`config.mk`:
```
export PLATFORM = sky130hd
export DESIGN_NAME = jt49_noise_rx_flat
export DESIGN_NICKNAME = d
export VERILOG_FILES = /design/src/rtl/jt49_noise_rx_if.sv /design/src/rtl/jt49_noise_rx.sv /design/src/flat_wrapper.sv
export SDC_FILE = /design/constraint.sdc
export NUM_CORES = 1
export LEC_CHECK = 0
export ABC_AREA = 1
export BUFFER_PORTS_ARGS = -buffer_cell sky130_fd_sc_hd__clkbuf_2
export CAP_MARGIN = 20
export CORE_ASPECT_RATIO = 0.8
export CORE_MARGIN = 2
export CORE_UTILIZATION = 46
export CTS_CLUSTER_DIAMETER = 200
export DETAILED_ROUTE_END_ITERATION = 10
export PLACE_DENSITY = 0.75
export SLEW_MARGIN = 40
export SYNTH_ARGS = -nofsm -noshare
export SYNTH_HDL_FRONTEND = slang
export SYNTH_SLANG_ARGS = --single-unit
```
`constraint.sdc`:
```
create_clock -name clk -period 2.09 [get_ports clk]
set_input_delay 0.3135 -clock clk [delete_from_list [all_inputs] [get_ports clk]]
set_output_delay 0.3135 -clock clk [all_outputs]
set_load 0.02 [all_outputs]
```
`src/rtl/jt49_noise_rx_if.sv`:
```
// Port bundle for the JT49 noise receiver: strobed serial noise in, lock status and
// error statistics out.
interface jt49_noise_rx_if #(
   parameter int ERRW = 8
);
   logic            cen;
   logic            shift;
   logic            noise;
   logic [1:0]      state;
   logic            locked;
   logic            err;
   logic [ERRW-1:0] err_cnt;
   logic [9:0]      interval;

   modport master (
      output cen, shift, noise,
      input  state, locked, err, err_cnt, interval
   );

   modport slave (
      input  cen, shift, noise,
      output state, locked, err, err_cnt, interval
   );
endinterface

```
`src/rtl/jt49_noise_rx.sv`:
```
// Follows the JT49 17-bit noise LFSR from its serial output, predicts each bit,
// and reports lock state, misprediction pulses/counts and the step interval.
//
// state  | meaning
// HUNT   | filling the 17-bit model register, no checking
// VERIFY | checking predictions, LOCKN clean steps in a row needed to lock
// LOCK   | tracking, LOSTN consecutive misses drop back to HUNT
module jt49_noise_rx #(
   parameter int ERRW  = 8,
   parameter int LOCKN = 8,
   parameter int LOSTN = 4
) (
   input  logic           clk,
   input  logic           rst,
   jt49_noise_rx_if.slave bus
);

   localparam int RUNW  = $clog2(LOCKN + 1);
   localparam int MISSW = $clog2(LOSTN + 1);

   typedef enum logic [1:0] {
      ST_HUNT   = 2'd0,
      ST_VERIFY = 2'd1,
      ST_LOCK   = 2'd2
   } state_t;

   state_t            state_q, state_d;
   logic [16:0]       r_q, r_d;
   logic [4:0]        fill_q, fill_d;
   logic [RUNW-1:0]   run_q, run_d;
   logic [MISSW-1:0]  miss_q, miss_d;
   logic              err_q, err_d;
   logic [ERRW-1:0]   err_cnt_q, err_cnt_d;
   logic [9:0]        icnt_q, icnt_d;
   logic [9:0]        interval_q, interval_d;

   logic              step;
   logic              pred;
   logic              mismatch;
   logic [RUNW-1:0]   run_inc;
   logic [MISSW-1:0]  miss_inc;
   logic [ERRW-1:0]   err_cnt_inc;
   logic [9:0]        icnt_inc;

   always_comb begin
      step        = bus.cen & bus.shift;
      // The r==0 term mirrors the generator's escape from the all-zero state.
      pred        = r_q[0] ^ r_q[2] ^ (r_q == 17'd0);
      mismatch    = bus.noise ^ pred;
      run_inc     = run_q + 1'b1;
      miss_inc    = miss_q + 1'b1;
      err_cnt_inc = (err_cnt_q == {ERRW{1'b1}}) ? err_cnt_q : err_cnt_q + 1'b1;
      icnt_inc    = (icnt_q == 10'd1023) ? icnt_q : icnt_q + 10'd1;

      state_d     = state_q;
      r_d         = r_q;
      fill_d      = fill_q;
      run_d       = run_q;
      miss_d      = miss_q;
      err_d       = 1'b0;
      err_cnt_d   = err_cnt_q;
      icnt_d      = icnt_q;
      interval_d  = interval_q;

      if (bus.cen) begin
         icnt_d = icnt_inc;
      end

      if (step) begin
         r_d        = {bus.noise, r_q[16:1]};
         interval_d = icnt_inc;
         icnt_d     = 10'd0;
         unique case (state_q)
            ST_HUNT: begin
               if (fill_q == 5'd16) begin
                  state_d = ST_VERIFY;
                  fill_d  = 5'd0;
                  run_d   = '0;
               end else begin
                  fill_d = fill_q + 5'd1;
               end
            end
            ST_VERIFY: begin
               if (mismatch) begin
                  err_d     = 1'b1;
                  err_cnt_d = err_cnt_inc;
                  state_d   = ST_HUNT;
                  fill_d    = 5'd0;
               end else if (run_inc == RUNW'(LOCKN)) begin
                  state_d = ST_LOCK;
                  miss_d  = '0;
               end else begin
                  run_d = run_inc;
               end
            end
            ST_LOCK: begin
               if (mismatch) begin
                  err_d     = 1'b1;
                  err_cnt_d = err_cnt_inc;
                  if (miss_inc == MISSW'(LOSTN)) begin
                     state_d = ST_HUNT;
                     fill_d  = 5'd0;
                  end else begin
                     miss_d = miss_inc;
                  end
               end else begin
                  miss_d = '0;
               end
            end
            default: begin
               state_d = ST_HUNT;
               fill_d  = 5'd0;
            end
         endcase
      end
   end

   always_ff @(posedge clk or posedge rst) begin
      if (rst) begin
         state_q    <= ST_HUNT;
         r_q        <= 17'd0;
         fill_q     <= 5'd0;
         run_q      <= '0;
         miss_q     <= '0;
         err_q      <= 1'b0;
         err_cnt_q  <= '0;
         icnt_q     <= 10'd0;
         interval_q <= 10'd0;
      end else begin
         state_q    <= state_d;
         r_q        <= r_d;
         fill_q     <= fill_d;
         run_q      <= run_d;
         miss_q     <= miss_d;
         err_q      <= err_d;
         err_cnt_q  <= err_cnt_d;
         icnt_q     <= icnt_d;
         interval_q <= interval_d;
      end
   end

   assign bus.state    = state_q;
   assign bus.locked   = (state_q == ST_LOCK);
   assign bus.err      = err_q;
   assign bus.err_cnt  = err_cnt_q;
   assign bus.interval = interval_q;

endmodule

```
`src/flat_wrapper.sv`:
```
// flat-port wrapper written by rule: the top's interface ports become plain ports
module jt49_noise_rx_flat 
#(
   parameter int ERRW  = 8,
   parameter int LOCKN = 8,
   parameter int LOSTN = 4
)
  (clk, rst, bus_cen, bus_shift, bus_noise, bus_state, bus_locked, bus_err, bus_err_cnt, bus_interval);
  jt49_noise_rx_if #(.ERRW(ERRW)) bus_i ();
  input  logic clk;
  input  logic rst;
  input wire logic [$bits(bus_i.cen)-1:0] bus_cen;
  input wire logic [$bits(bus_i.shift)-1:0] bus_shift;
  input wire logic [$bits(bus_i.noise)-1:0] bus_noise;
  output wire logic [$bits(bus_i.state)-1:0] bus_state;
  output wire logic [$bits(bus_i.locked)-1:0] bus_locked;
  output wire logic [$bits(bus_i.err)-1:0] bus_err;
  output wire logic [$bits(bus_i.err_cnt)-1:0] bus_err_cnt;
  output wire logic [$bits(bus_i.interval)-1:0] bus_interval;
  assign bus_i.cen = bus_cen;
  assign bus_i.shift = bus_shift;
  assign bus_i.noise = bus_noise;
  assign bus_state = bus_i.state;
  assign bus_locked = bus_i.locked;
  assign bus_err = bus_i.err;
  assign bus_err_cnt = bus_i.err_cnt;
  assign bus_interval = bus_i.interval;
  jt49_noise_rx #(.ERRW(ERRW), .LOCKN(LOCKN), .LOSTN(LOSTN)) u_core (.clk(clk), .rst(rst), .bus(bus_i));
endmodule
```
==> tab_implementation.tex <==
\begin{tabular}{lr}
\hline
Metric & Value \\
\hline
\multicolumn{2}{l}{\textbf{Global routing}} \\
Vias in the first global route & 2484 \\
First-pass GRT wire length & 11000 µm \\
Remaining Overflow, GRT & 0 \\
Met2 track demand over resource in global routing & 26.9\% \\
Met1 Track Usage GR & 24.4\% \\
Antenna violations before repair & 0 \\
Global routing usage summed across all routing layers & 17.6\% \\
Maximum number of pins on one net before global-route repair & 41 \\
Routing usage on met3 & 3.87\% \\
Global-route layer with the greatest usage & met2 \\
\multicolumn{2}{l}{\textbf{Clock network}} \\
Setup repair bufs after CTS & 0 \\
Clock latency on the worst-skew pair & 0.33 ns \\
CTS H-tree depth & 3 \\
CTS tree & yes \\
CTS Buf Count & 9 \\
CTS root buf & sky130\_fd\_sc\_hd\_\_clkbuf\_8 \\
Clock Path Buffers & 2 \\
Clock-pin slew of the registers on the worst-case setup and hold paths & 0.06 ns \\
TritonCTS sink count & 60 \\
Post-CTS Hold Buffers & 1 \\
Resized Gates After CTS & 0 \\
\multicolumn{2}{l}{\textbf{Finish}} \\
P\&R area growth vs syn & 12.7\% \\
Share of post-route cells with drive strength above 1 & 18.3\% \\
Core Util, Final & 53.3\% \\
Commonest non-fill, non-tap cell in the layout & sky130\_fd\_sc\_hd\_\_nand2\_1 \\
Layout filler cell count & 663 \\
Antenna Cells & 0 \\
Commonest cells after routing, fill and taps aside & sky130\_fd\_sc\_hd\_\_nand2\_1, sky130\_fd\_sc\_hd\_\_dfrtp\_1, sky130\_fd\_sc\_hd\_\_inv\_1 \\
Final design instance area without fill & 3680 µm² \\
Total number of nets in the final design & 456 \\
\multicolumn{2}{l}{\textbf{Die}} \\
Number of rows in the core area & 27 \\
Die extent in x & 98.1 µm \\
Total Die Area & 7780 µm² \\
Die Span Y & 79.3 µm \\
Initial Util & 47.3\% \\
Area inside the core boundary & 6890 µm² \\
Number of top-level design ports & 27 \\
\multicolumn{2}{l}{\textbf{Yosys}} \\
Count of cell types in the netlist & 32 \\
Dominant combinational cell family by area after synthesis & simple AND/OR/NAND/NOR gates \\
Total standard cell area after synthesis & 3260 µm² \\
Post-synthesis xor/xnor area fraction & 2.42\% \\
Synth Area in Simple Gates & 32.1\% \\
Gate Count Post-Synth & 405 \\
Synthesized-area fraction occupied by adder cells & 4.22\% \\
Seq cells post-synth & 60 \\
Area fraction in compound gates after synthesis & 7.79\% \\
Sequential share of the synthesized area & 46.0\% \\
Syn\_area\_per\_cell & 8.05 µm² \\
Synth Warn \# & 0 \\
Mux contribution to synthesized area & 0\% \\
Post-Syn Nets & 421 \\
\multicolumn{2}{l}{\textbf{Routing}} \\
Detailed-route wire length per cell & 11.8 µm \\
Vias per cell & 4.99 \\
DRT iter0 DRCs & 125 \\
Final wirelength & 6240 µm \\
Post-detailed-route DRC marker count & 0 \\
Vias & 2646 \\
Number of search-and-repair iterations in the first detailed-routing pass & 4 \\
Number of nets with antenna violations after detailed routing & 0 \\
\multicolumn{2}{l}{\textbf{Pwr}} \\
Power density normalized to cell area & 906 nW/µm² \\
Share of power burned in combinational logic & 29.9\% \\
Cell leakage power & 1.86 nW \\
Int Pwr & 2.11 mW \\
Switch share & 36.6\% \\
Clock power share & 25.8\% \\
Maximum ir drop on the vdd rail & 0.567 mV \\
Sequential Power Share & 44.3\% \\
Switching power & 1.22 mW \\
Total power consumption of the routed design & 3.33 mW \\
\multicolumn{2}{l}{\textbf{Critical path}} \\
CP required & 2.33 ns \\
Kind of start point of the critical path & flip-flop \\
Worst-case reg-to-reg path depth & 9 \\
Worst reg2reg setup slack & 0.32 ns \\
Worst r2r dst & u\_core.icnt\_q[0]\$\_DFFE\_PP0P\_ \\
Startpoint of the worst-slack reg-to-reg timing path & u\_core.icnt\_q[0]\$\_DFFE\_PP0P\_ \\
Arr. time, crit path & 2.01 ns \\
Classification of the worst setup path & reg2reg \\
Critical-path maximum fanout & 8 \\
Worst Setup End Kind & flip-flop \\
\multicolumn{2}{l}{\textbf{Timing}} \\
Max-slew violation count & 0 \\
Max Clock Freq & 565 MHz \\
Worst slew slack as a fraction of its limit & 69.4\% \\
Final Hold Fails & 0 \\
Worst setup slack after layout & 0.321 ns \\
Crit path time final & 1.77 ns \\
Fin Clk Skew & 0.00693 ns \\
Setup TNS & 0 ns \\
Final setup vio count & 0 \\
Final period utilization & 84.7\% \\
Worst slew pin tran & 0.458 ns \\
Unrepaired setup endpoints after global routing & false \\
\multicolumn{2}{l}{\textbf{Hold path}} \\
Hold crit path type & in2reg \\
Destination of the worst hold path & u\_core.r\_q[16]\$\_DFFE\_PP0P\_ \\
Worst Hold Path Cells & 3 \\
Hold Crit Start & bus\_noise \\
\multicolumn{2}{l}{\textbf{Placement}} \\
Placer congestion estimate & 0.877 \\
Port Buffers & 26 \\
Pre-CTS setup slack & 0.340 ns \\
DP HPWL & 4600 µm \\
Area after detailed placement & 3510 µm² \\
\multicolumn{2}{l}{\textbf{Run}} \\
Max-cap violations & 0 \\
\multicolumn{2}{l}{\textbf{Status}} \\
Outcome & complete, no violations \\
\hline
\end{tabular}
==> metrics by stage <==
stage          hold WS, ns  std cells
3_3_place_gp         0.339        515
6_report             0.274        530
2_1_floorplan        0.453        405
4_1_cts              0.256        530
5_1_grt              0.280        530
3_5_place_dp         0.337        515
==> Yosys cell counts (all sizes together) <==
cell type  number  share of area, %
xnor2           7               1.9
dfrtp          60                46
nor3            6               1.2
nor4            1              0.19
a21oi           5              0.88
xor2            2              0.54
clkinv          1              0.15
buf             1              0.35
nand3          43               7.5
o21ai          37               6.5
nor2           23               3.3
ha             11               4.2
o22ai           1              0.19
or2             1              0.19
clkbuf          6              0.69
nand4           9               1.7
inv            54               6.2
nand2         135                18
o21a            1              0.23
nand3b          1              0.23
==> routing by layer <==
metal  part of all wire [%]  up-vias
li1                       -     1357
met1                     50     1232
met2                     45       48
met3                    3.6        9
met4                    1.7        0
met5                      0        -
==> state kept, by name, indices dropped and copies added, names as in the netlist <==
signal / flops
u_core.r_q: 17
u_core.bus.interval: 10
u_core.icnt_q: 10
u_core.bus.err_cnt: 8
u_core.fill_q: 5
u_core.run_q: 4
u_core.miss_q: 3
u_core.bus.state: 2
u_core.bus.err: 1
==> layout make-up <==
class / instances / area (µm²) / area share [%]
inverters: 55 / 208 / 5.65
flip-flops and latches: 60 / 1500 / 40.8
clock inverters: 3 / 15.0 / 0.408
well taps: 87 / 109 / 2.96
repair buffers: 31 / 183 / 4.97
multi-input cells: 283 / 1520 / 41.3
clock buffers: 11 / 141 / 3.85
==> worst max-delay path by stage <==
stage / from / endpoint / slack (ns) / depth (start not counted)
2_1_floorplan: rst / u_core.bus.err$_DFF_PP0_ / 0.29 / 1
3_3_place_gp: u_core.icnt_q[0]$_DFFE_PP0P_ / u_core.icnt_q[0]$_DFFE_PP0P_ / 0.39 / 9
3_5_place_dp: u_core.icnt_q[0]$_DFFE_PP0P_ / u_core.icnt_q[0]$_DFFE_PP0P_ / 0.34 / 9
4_1_cts: u_core.icnt_q[0]$_DFFE_PP0P_ / u_core.icnt_q[0]$_DFFE_PP0P_ / 0.32 / 9
5_1_grt: u_core.icnt_q[0]$_DFFE_PP0P_ / u_core.icnt_q[6]$_DFFE_PP0P_ / 0.14 / 9
6_report: u_core.icnt_q[0]$_DFFE_PP0P_ / u_core.icnt_q[0]$_DFFE_PP0P_ / 0.32 / 9
==> critical path: stages, from the launching register on <==
cell	delay, ns
sky130_fd_sc_hd__dfrtp_1	0.40
sky130_fd_sc_hd__ha_1	0.26
sky130_fd_sc_hd__nand3_1	0.13
sky130_fd_sc_hd__nor3_2	0.25
sky130_fd_sc_hd__nand2_2	0.12
sky130_fd_sc_hd__nor2_4	0.15
sky130_fd_sc_hd__nand2_4	0.10
sky130_fd_sc_hd__nand2_1	0.10
sky130_fd_sc_hd__nand3_1	0.06
sky130_fd_sc_hd__o21ai_0	0.10
==> kinds of logic after synthesis <==
| group | Yosys count |
|---|---|
| DFF | 60 |
| xor gates and xnor gates | 9 |
| buffers and inverters | 62 |
| and+or+nand+nor | 219 |
| adders and majority gates | 11 |
| AOI/OAI and AO/OA | 44 |
==> power groups by stage <==
stage	combinational [mW]	clock, mW	sequential [mW]
6_report	0.997	0.859	1.47
5_1_grt	1.14	0.933	1.50
4_1_cts	1.01	0.888	1.48
3_5_place_dp	1.00	0	1.49
3_3_place_gp	0.986	0	1.49
2_1_floorplan	0.741	0	1.52
Note: power is estimated with default switching activity, not from simulation.
